**config.mk**
```make
export PLATFORM = sky130hd
export DESIGN_NAME = rx_bitslip_align
export DESIGN_NICKNAME = d
export VERILOG_FILES = /design/src/rtl/rx_bitslip_align.sv
export SDC_FILE = /design/constraint.sdc
export NUM_CORES = 1
export LEC_CHECK = 0
export BUFFER_PORTS_ARGS = -buffer_cell sky130_fd_sc_hd__buf_4
export CAP_MARGIN = 20
export CORE_ASPECT_RATIO = 0.7
export CORE_MARGIN = 5
export CORE_UTILIZATION = 48
export CTS_CLUSTER_SIZE = 10
export DETAILED_ROUTE_END_ITERATION = 8
export PLACE_DENSITY = 0.84
export SYNTH_ARGS = -nofsm -noshare
export SYNTH_HDL_FRONTEND = slang
export SYNTH_SLANG_ARGS = --single-unit
```
**constraint.sdc**
```tcl
create_clock -name clk_in -period 2.1 [get_ports clk_in]
set_input_delay 0.105 -clock clk_in [delete_from_list [all_inputs] [get_ports clk_in]]
set_output_delay 0.105 -clock clk_in [all_outputs]
set_load 0.05 [all_outputs]
```
**src/rtl/rx_bitslip_align.sv**
```systemverilog
`default_nettype none
// ============================================================================
// Module   : rx_bitslip_align
// Brief    : Word-alignment controller; pulses the divider BIT_SLIP until the
//            deserialized word matches the training pattern.
// Revision : 1.0 - initial release
// ============================================================================
module rx_bitslip_align #(
    parameter int                WORD_W        = 8,
    parameter logic [WORD_W-1:0] TRAIN_PATTERN = 8'h5C,
    parameter int                MATCH_COUNT   = 16,
    parameter int                SLIP_GAP      = 4
) (
    input  logic                    clk_in,
    input  logic                    rst_n,
    input  logic                    align_start,
    input  logic [WORD_W-1:0]       rx_word,
    input  logic                    rx_valid,
    output logic                    bit_slip,
    output logic                    aligned,
    output logic                    align_err,
    output logic                    align_busy,
    output logic [$clog2(WORD_W):0] slip_cnt
);

    localparam int c_cnt_w   = $clog2(WORD_W) + 1;
    localparam int c_match_w = $clog2(MATCH_COUNT + 1);
    localparam int c_gap_w   = $clog2(SLIP_GAP + 1);

    localparam logic [c_cnt_w-1:0]   c_slip_max   = c_cnt_w'(WORD_W - 1);
    localparam logic [c_match_w-1:0] c_match_last = c_match_w'(MATCH_COUNT - 1);
    localparam logic [c_gap_w-1:0]   c_gap_last   = c_gap_w'(SLIP_GAP - 1);

    typedef enum logic [2:0] {
        ST_IDLE   = 3'd0,
        ST_CHECK  = 3'd1,
        ST_SLIP   = 3'd2,
        ST_WAIT   = 3'd3,
        ST_LOCKED = 3'd4,
        ST_FAIL   = 3'd5
    } state_t;

    state_t               r_state;
    state_t               w_state_nxt;
    logic [c_match_w-1:0] r_match;
    logic [c_match_w-1:0] w_match_nxt;
    logic [c_gap_w-1:0]   r_gap;
    logic [c_gap_w-1:0]   w_gap_nxt;
    logic [c_cnt_w-1:0]   w_slip_cnt_nxt;

    // Outputs are decoded from the next state so they change on the same
    // edge as the state they describe.
    always_ff @(posedge clk_in or negedge rst_n) begin
        if (!rst_n) begin
            r_state    <= ST_IDLE;
            r_match    <= '0;
            r_gap      <= '0;
            slip_cnt   <= '0;
            bit_slip   <= 1'b0;
            aligned    <= 1'b0;
            align_err  <= 1'b0;
            align_busy <= 1'b0;
        end else begin
            r_state    <= w_state_nxt;
            r_match    <= w_match_nxt;
            r_gap      <= w_gap_nxt;
            slip_cnt   <= w_slip_cnt_nxt;
            bit_slip   <= (w_state_nxt == ST_SLIP);
            aligned    <= (w_state_nxt == ST_LOCKED);
            align_err  <= (w_state_nxt == ST_FAIL);
            align_busy <= (w_state_nxt == ST_CHECK) || (w_state_nxt == ST_SLIP) ||
                          (w_state_nxt == ST_WAIT);
        end
    end

    always_comb begin
        w_state_nxt    = r_state;
        w_match_nxt    = r_match;
        w_gap_nxt      = r_gap;
        w_slip_cnt_nxt = slip_cnt;

        if (align_start) begin
            w_state_nxt    = ST_CHECK;
            w_match_nxt    = '0;
            w_gap_nxt      = '0;
            w_slip_cnt_nxt = '0;
        end else begin
            case (r_state)
                ST_CHECK: begin
                    if (rx_valid) begin
                        if (rx_word == TRAIN_PATTERN) begin
                            w_match_nxt = r_match + 1'b1;
                            if (r_match == c_match_last) begin
                                w_state_nxt = ST_LOCKED;
                            end
                        end else if (slip_cnt < c_slip_max) begin
                            w_state_nxt    = ST_SLIP;
                            w_match_nxt    = '0;
                            w_slip_cnt_nxt = slip_cnt + 1'b1;
                        end else begin
                            w_state_nxt = ST_FAIL;
                        end
                    end
                end
                ST_SLIP: begin
                    w_state_nxt = ST_WAIT;
                    w_gap_nxt   = '0;
                end
                // Words arriving while the divider settles are discarded.
                ST_WAIT: begin
                    if (r_gap == c_gap_last) begin
                        w_state_nxt = ST_CHECK;
                        w_match_nxt = '0;
                    end else begin
                        w_gap_nxt = r_gap + 1'b1;
                    end
                end
                default: begin
                end
            endcase
        end
    end

endmodule
`default_nettype wire

```
==> impl_metrics.csv, run 1 <==
group,metric,value,unit
timing,rsz0062_at_grt,"no",
synthesis,yosys_warnings,0,
drt,ant_nets,0,
timing,slew_headroom,0.625,
timing,fin_ws,0.0744,ns
drt,wirelength,2560,um
floorplanning,core_area,2150,um2
place,gp_congestion,0.851,
drt,post_drt_via_cell_ratio,5.92,
synthesis,syn_inst,105,
synthesis,synth_area_leaders,"dfrtp_1, ha_1, nor2_1",
grt,antenna_found_initial,0,
synthesis,yosys.area.top_type_share,0.436,
grt,overflow,0,
clock_tree,clk_latency,0.30,ns
critical_path,crit_arrival,2.22,ns
critical_path,required,2.30,ns
place,port_buffers,19,
clock_tree,clock_path_buffers,2,
cells_and_area,final_nets,146,
floorplanning,die_area,3340,um2
place,dp_slack,0.0895,ns
timing,worst_pin_slew,0.559,ns
synthesis,synth.avg_cell_area,10.4,um2
floorplanning,die_h,49.9,um
drt,wl_met3,211,um
timing,totalNegativeSetupSlack,0,ns
timing,hold_viol,0,
synthesis,yosysUniqueCellTypes,42,
pwr,p_per_area,607,nW/um2
cells_and_area,seq_area,475,um2
clock_tree,clk_pin_slew,0.10,ns
critical_path,start_kind,"flop",
drt,dr.pass1.iters,4,
pwr,leakage,0.000600,uW
floorplanning,rows,14,
grt,grt_max_degree,20,
drt,drt_iter0_drc,68,
synthesis,ys_ff_latch,19,
synthesis,synth_nets,122,
floorplanning,start_util,0.506,
timing,period_share,0.965,
synthesis,yosys_most_used_dff,"dfrtp_1",
timing,worst_clock_skew,0.000738,ns
critical_path,crit_fanout,5,
clock_tree,h-tree-depth,1,
grt,grt_usage,0.166,
timing,timing.fmax,494,MHz
cells_and_area,syn2layout_area_growth,19.4,%
cells_and_area,antenna_cells,0,
timing,layout_min_cycle_time,2.03,ns
clock_tree,cts_sinks,19,
place,dpl.hpwl,1850,um
timing,slew_violations,0,
drt,top_layer,"met4",
clock_tree,numCtsBuffers,3,
synthesis,syn_area,1090,um2
clock_tree,cts_tree,"done",
worst_hold_path,hold_class,"primary input to flop",
clock_tree,post_cts_resized,0,
drt,m1WireLength,1170,um
pwr,vdd_ir_drop_max,410,uV
drt,vias,947,
clock_tree,clockRootBuffer,"clkbuf_4",
status,status,"completed",
cells_and_area,drive_above_1_share,0.219,
synthesis,synth_edf_count,0,
floorplanning,ios,20,
critical_path,critPathKind,"flop to flop",
pwr,power.total,791,uW
grt,grt_pass1_vias,949,
floorplanning,die_w,67.0,um
job,drv_cap,0,
drt,wl_met2,1160,um
cells_and_area,multiInputGateArea,574,um2
synthesis,synthArstFlopShare,1.00,
cells_and_area,num-fill-cells,201,
timing,setup_viol,0,
drt,routedWlPerCell,16.0,um
synthesis,ys_seq_area_frac,0.436,
synthesis,synth_area_leader_cell,"dfrtp_1",
drt,drcViolationCount,0,
critical_path,endpoint_kind,"flop",
grt,grt_pass1_wl,4240,um
-- final cells by class --
type | instances | share of cell area
Sequential cell | 19 | 0.365
Clock buffer | 4 | 0.0202
Tap cell | 32 | 0.0307
Timing Repair Buffer | 21 | 0.123
Multi-Input combinational cell | 77 | 0.441
Inverter | 7 | 0.0202
-- power by group --
group / total (uW) / internal, uW / switching [uW]
Clock: 187 / 74.1 / 113
Combinational: 190 / 74.7 / 116
Sequential: 413 / 385 / 28.6
Total: 791 / 533 / 257
-- cells in the mapped netlist, types with 3 or more instances --
master,number
ha_1,5
nand2b_1,4
dfrtp_1,19
inv_1,5
a21oi_1,4
nand2_1,5
nor2_1,11
o211ai_1,3
-- path summary, 6_finish.rpt --
check	startpoint	end	slack [ns]	cells after the start
min in group asynchronous	rst_n	align_err	0.21	2
worst min register to register	r_match[0]	r_match[0]	0.52	1
worst min-delay path	align_start	slip_cnt[0]	0.07	2
worst max register to register	r_gap[0]	r_match[4]	0.07	6
worst max-delay path	r_gap[0]	r_match[4]	0.07	6
max in group asynchronous	rst_n	r_match[0]	1.69	2
-- per-layer routing --
metal,up-vias,GRT usage
li1,447,-
met1,455,0.219
met2,43,0.268
met3,2,0.0545
met4,0,0.0269
met5,-,0
-- cells by family after synthesis --
family | share of synthesized area
fa+ha+maj | 0.0573
flops | 0.436
xor+xnor | 0.00803
mux | 0.0321
compound gates | 0.220
simple gates | 0.209
buf+inv | 0.0378
-- repair_timing --
action,4_1_cts,5_1_grt
hold endpoints to repair,19,0
setup buffers,0,0
hold buffers,1,0
-- stage by stage --
stage / area (um2) / util / hold slack [ns] / instances
2_1_floorplan: 1090 / - / -0.191 / 105
3_3_place_gp: 1270 / 0.588 / -0.0113 / 155
3_5_place_dp: 1270 / 0.588 / -0.00495 / 155
4_1_cts: 1300 / 0.605 / 0.0649 / 160
5_1_grt: 1300 / 0.605 / 0.0745 / 160
6_report: 1300 / 0.605 / 0.0725 / 160
-- flip-flops by register name, indices dropped and copies added (netlist names) --
register and cells:
align_busy 1, align_err 1, aligned 1, bit_slip 1, r_gap 3, r_match 5
r_state 3, slip_cnt 4
-- worst max-delay path, cell delays in order (launching register included) --
cell and delay, ns:
dfrtp_1 0.42, ha_1 0.21, ha_1 0.19, and2_1 0.16, a221o_1 0.37, or2_4 0.28, mux2_4 0.30
-- cells in the final DEF, fill, tap and decap left out, types with 3 or more instances in the layout --
cell	instances
nand2b_1	4
buf_4	20
nor2_1	11
a21oi_1	4
o211ai_1	3
ha_1	5
inv_1	5
dfrtp_1	19
nand2_1	5
clkbuf_4	3
Note: power is estimated with default switching activity, not from simulation.
==> run 2, diff against run 1 <==
--- a/config.mk
+++ b/config.mk
@@ -13,6 +13,7 @@
 export CTS_CLUSTER_SIZE = 10
 export DETAILED_ROUTE_END_ITERATION = 8
 export PLACE_DENSITY = 0.84
+export SETUP_SLACK_MARGIN = 0.5
 export SYNTH_ARGS = -nofsm -noshare
 export SYNTH_HDL_FRONTEND = slang
 export SYNTH_SLANG_ARGS = --single-unit
==> run 2 against run 1 <==
Core utilization up 9.3 points. Global-route usage grew 3.3 points. Worst hold slack better by 0.010 ns. Non-clock buffer count is 9 higher. Critical path type unchanged. Highest routed layer unchanged.
==> impl_metrics.csv, run 2 (synthesis gave the netlist of run 1 again) <==
group,metric,value,unit
drt,wirelength,3000,um
grt,antenna_found_initial,0,
pwr,vdd_ir_drop_max,383,uV
clock_tree,h-tree-depth,1,
clock_tree,clk_pin_slew,0.11,ns
place,port_buffers,19,
critical_path,crit_arrival,2.07,ns
cells_and_area,layout_commonest_cell,"buf_4",
drt,drcViolationCount,0,
cells_and_area,largest_reg_flops,5,
clock_tree,clockRootBuffer,"clkbuf_4",
grt,grt.met1_usage,0.252,
cells_and_area,antenna_cells,0,
floorplanning,rows,14,
drt,dr.pass1.iters,4,
grt,grt_usage,0.199,
critical_path,crit_cells,6,
critical_path,crit_fanout,4,
critical_path,crit_slowest_cell,"dfrtp_1",
critical_path,critPathKind,"flop to flop",
floorplanning,die_w,67.0,um
grt,grt_pass1_vias,1025,
critical_path,reg2reg_from,"r_gap[0]",
floorplanning,core_area,2150,um2
cells_and_area,drive_above_1_share,0.431,
cells_and_area,final_nets,155,
worst_hold_path,hold_class,"primary input to flop",
pwr,leakage,0.000653,uW
critical_path,worstRegToRegCells,6,
place,dpl.hpwl,1890,um
worst_hold_path,min_path_cells,2,
job,drv_cap,0,
floorplanning,start_util,0.506,
place,place_inst,154,
drt,ant_nets,0,
cells_and_area,layout_common_cells,"buf_4, dfrtp_1, nor2_1",
drt,vias,1046,
timing,worst_pin_slew,0.619,ns
timing,totalNegativeSetupSlack,0,ns
timing,worst_clock_skew,0.00471,ns
critical_path,crit_buf_inv,0,
clock_tree,cts_tree,"done",
critical_path,crit_family,"simple AND/OR/NAND/NOR gates",
drt,routedWlPerCell,17.7,um
critical_path,reg2reg_to,"r_match[4]",
timing,timing.fmax,533,MHz
timing,slew_headroom,0.585,
critical_path,endpoint_kind,"flop",
timing,setup_viol,0,
critical_path,critical_path.cell_chain,"ha_2 -> ha_4 -> and2_4 -> a221o_1 -> or2_4 -> mux2_4",
clock_tree,clk_latency,0.30,ns
timing,hold_viol,0,
floorplanning,die_area,3340,um2
place,placed_area,1300,um2
cells_and_area,top_register,"r_match",
critical_path,start_kind,"flop",
floorplanning,ios,20,
timing,rsz0062_at_grt,"yes",
cells_and_area,largestRegisters,"r_match x5, slip_cnt x4",
grt,busiest_layer,"met2",
drt,post_drt_via_cell_ratio,6.19,
critical_path,cpPeakStageDelay,0.41,ns
status,status,"completed",
grt,grtUsageMet2,0.298,
place,dp_slack,0.124,ns
critical_path,required,2.30,ns
cells_and_area,final_cells,169,
grt,use_met3,0.0523,
timing,slew_violations,0,
cells_and_area,syn2layout_area_growth,37.8,%
timing,period_share,0.893,
place,gp_congestion,0.909,
grt,grt_pass1_wl,4930,um
critical_path,r2r_slack,0.23,ns
floorplanning,die_h,49.9,um
timing,fin_ws,0.225,ns
clock_tree,cts_sinks,19,
clock_tree,numCtsBuffers,3,
pwr,p_per_area,555,nW/um2
drt,drt_iter0_drc,62,
clock_tree,clock_path_buffers,2,
cells_and_area,fin_area,1500,um2
worst_hold_path,min_from,"align_start",
critical_path,crit_start,"r_gap[0]",
worst_hold_path,whs_endpoint,"slip_cnt[0]",
grt,overflow,0,
timing,layout_min_cycle_time,1.87,ns
pwr,power.total,834,uW
grt,grt_max_degree,20,
==> run 2: what timing repair did <==
action,in CTS,in global routing
setup endpoints to repair,13,15
hold endpoints to repair,19,0
buffers inserted,9,1
pin swaps,11,6
hold buffers,1,0
gates resized for setup,12,7
==> run 2: worst max-delay path by stage <==
stage,to,slack [ns]
floorplan,r_match[4],0.20
global route,r_match[4],0.19
finish,r_match[4],0.23
CTS,r_match[4],0.20
global placement,r_match[4],0.17
detailed placement,r_match[4],0.12
==> run 2: layout make-up <==
class / instances / area, um2
multi-input cells: 77 / 696
fillers: 167 / 651
flip-flops and latches: 19 / 482
repair buffers: 30 / 231
well taps: 32 / 40.0
inverters: 7 / 27.5
clock buffers: 3 / 22.5
clock inverters: 1 / 5.00
==> run 2: report_power, final <==
group          switching, uW  internal [uW]  leakage (uW)
logic                    131           98.7      0.000387
clock network            113           71.1     0.0000177
registers               34.0            387      0.000249
==> run 2: metrics by stage <==
step	hold slack, ns	util
floorplan	-0.191	-
global placement	-0.0109	0.604
detailed placement	-0.0101	0.604
CTS	0.0592	0.679
global route	0.0599	0.698
finish	0.0827	0.698
==> run 2: layer usage <==
metal / vias to the layer above / part of all wire
met5: - / 0
li1: 464 / -
met2: 58 / 0.48
met3: 10 / 0.077
met4: 0 / 0.032
met1: 514 / 0.41
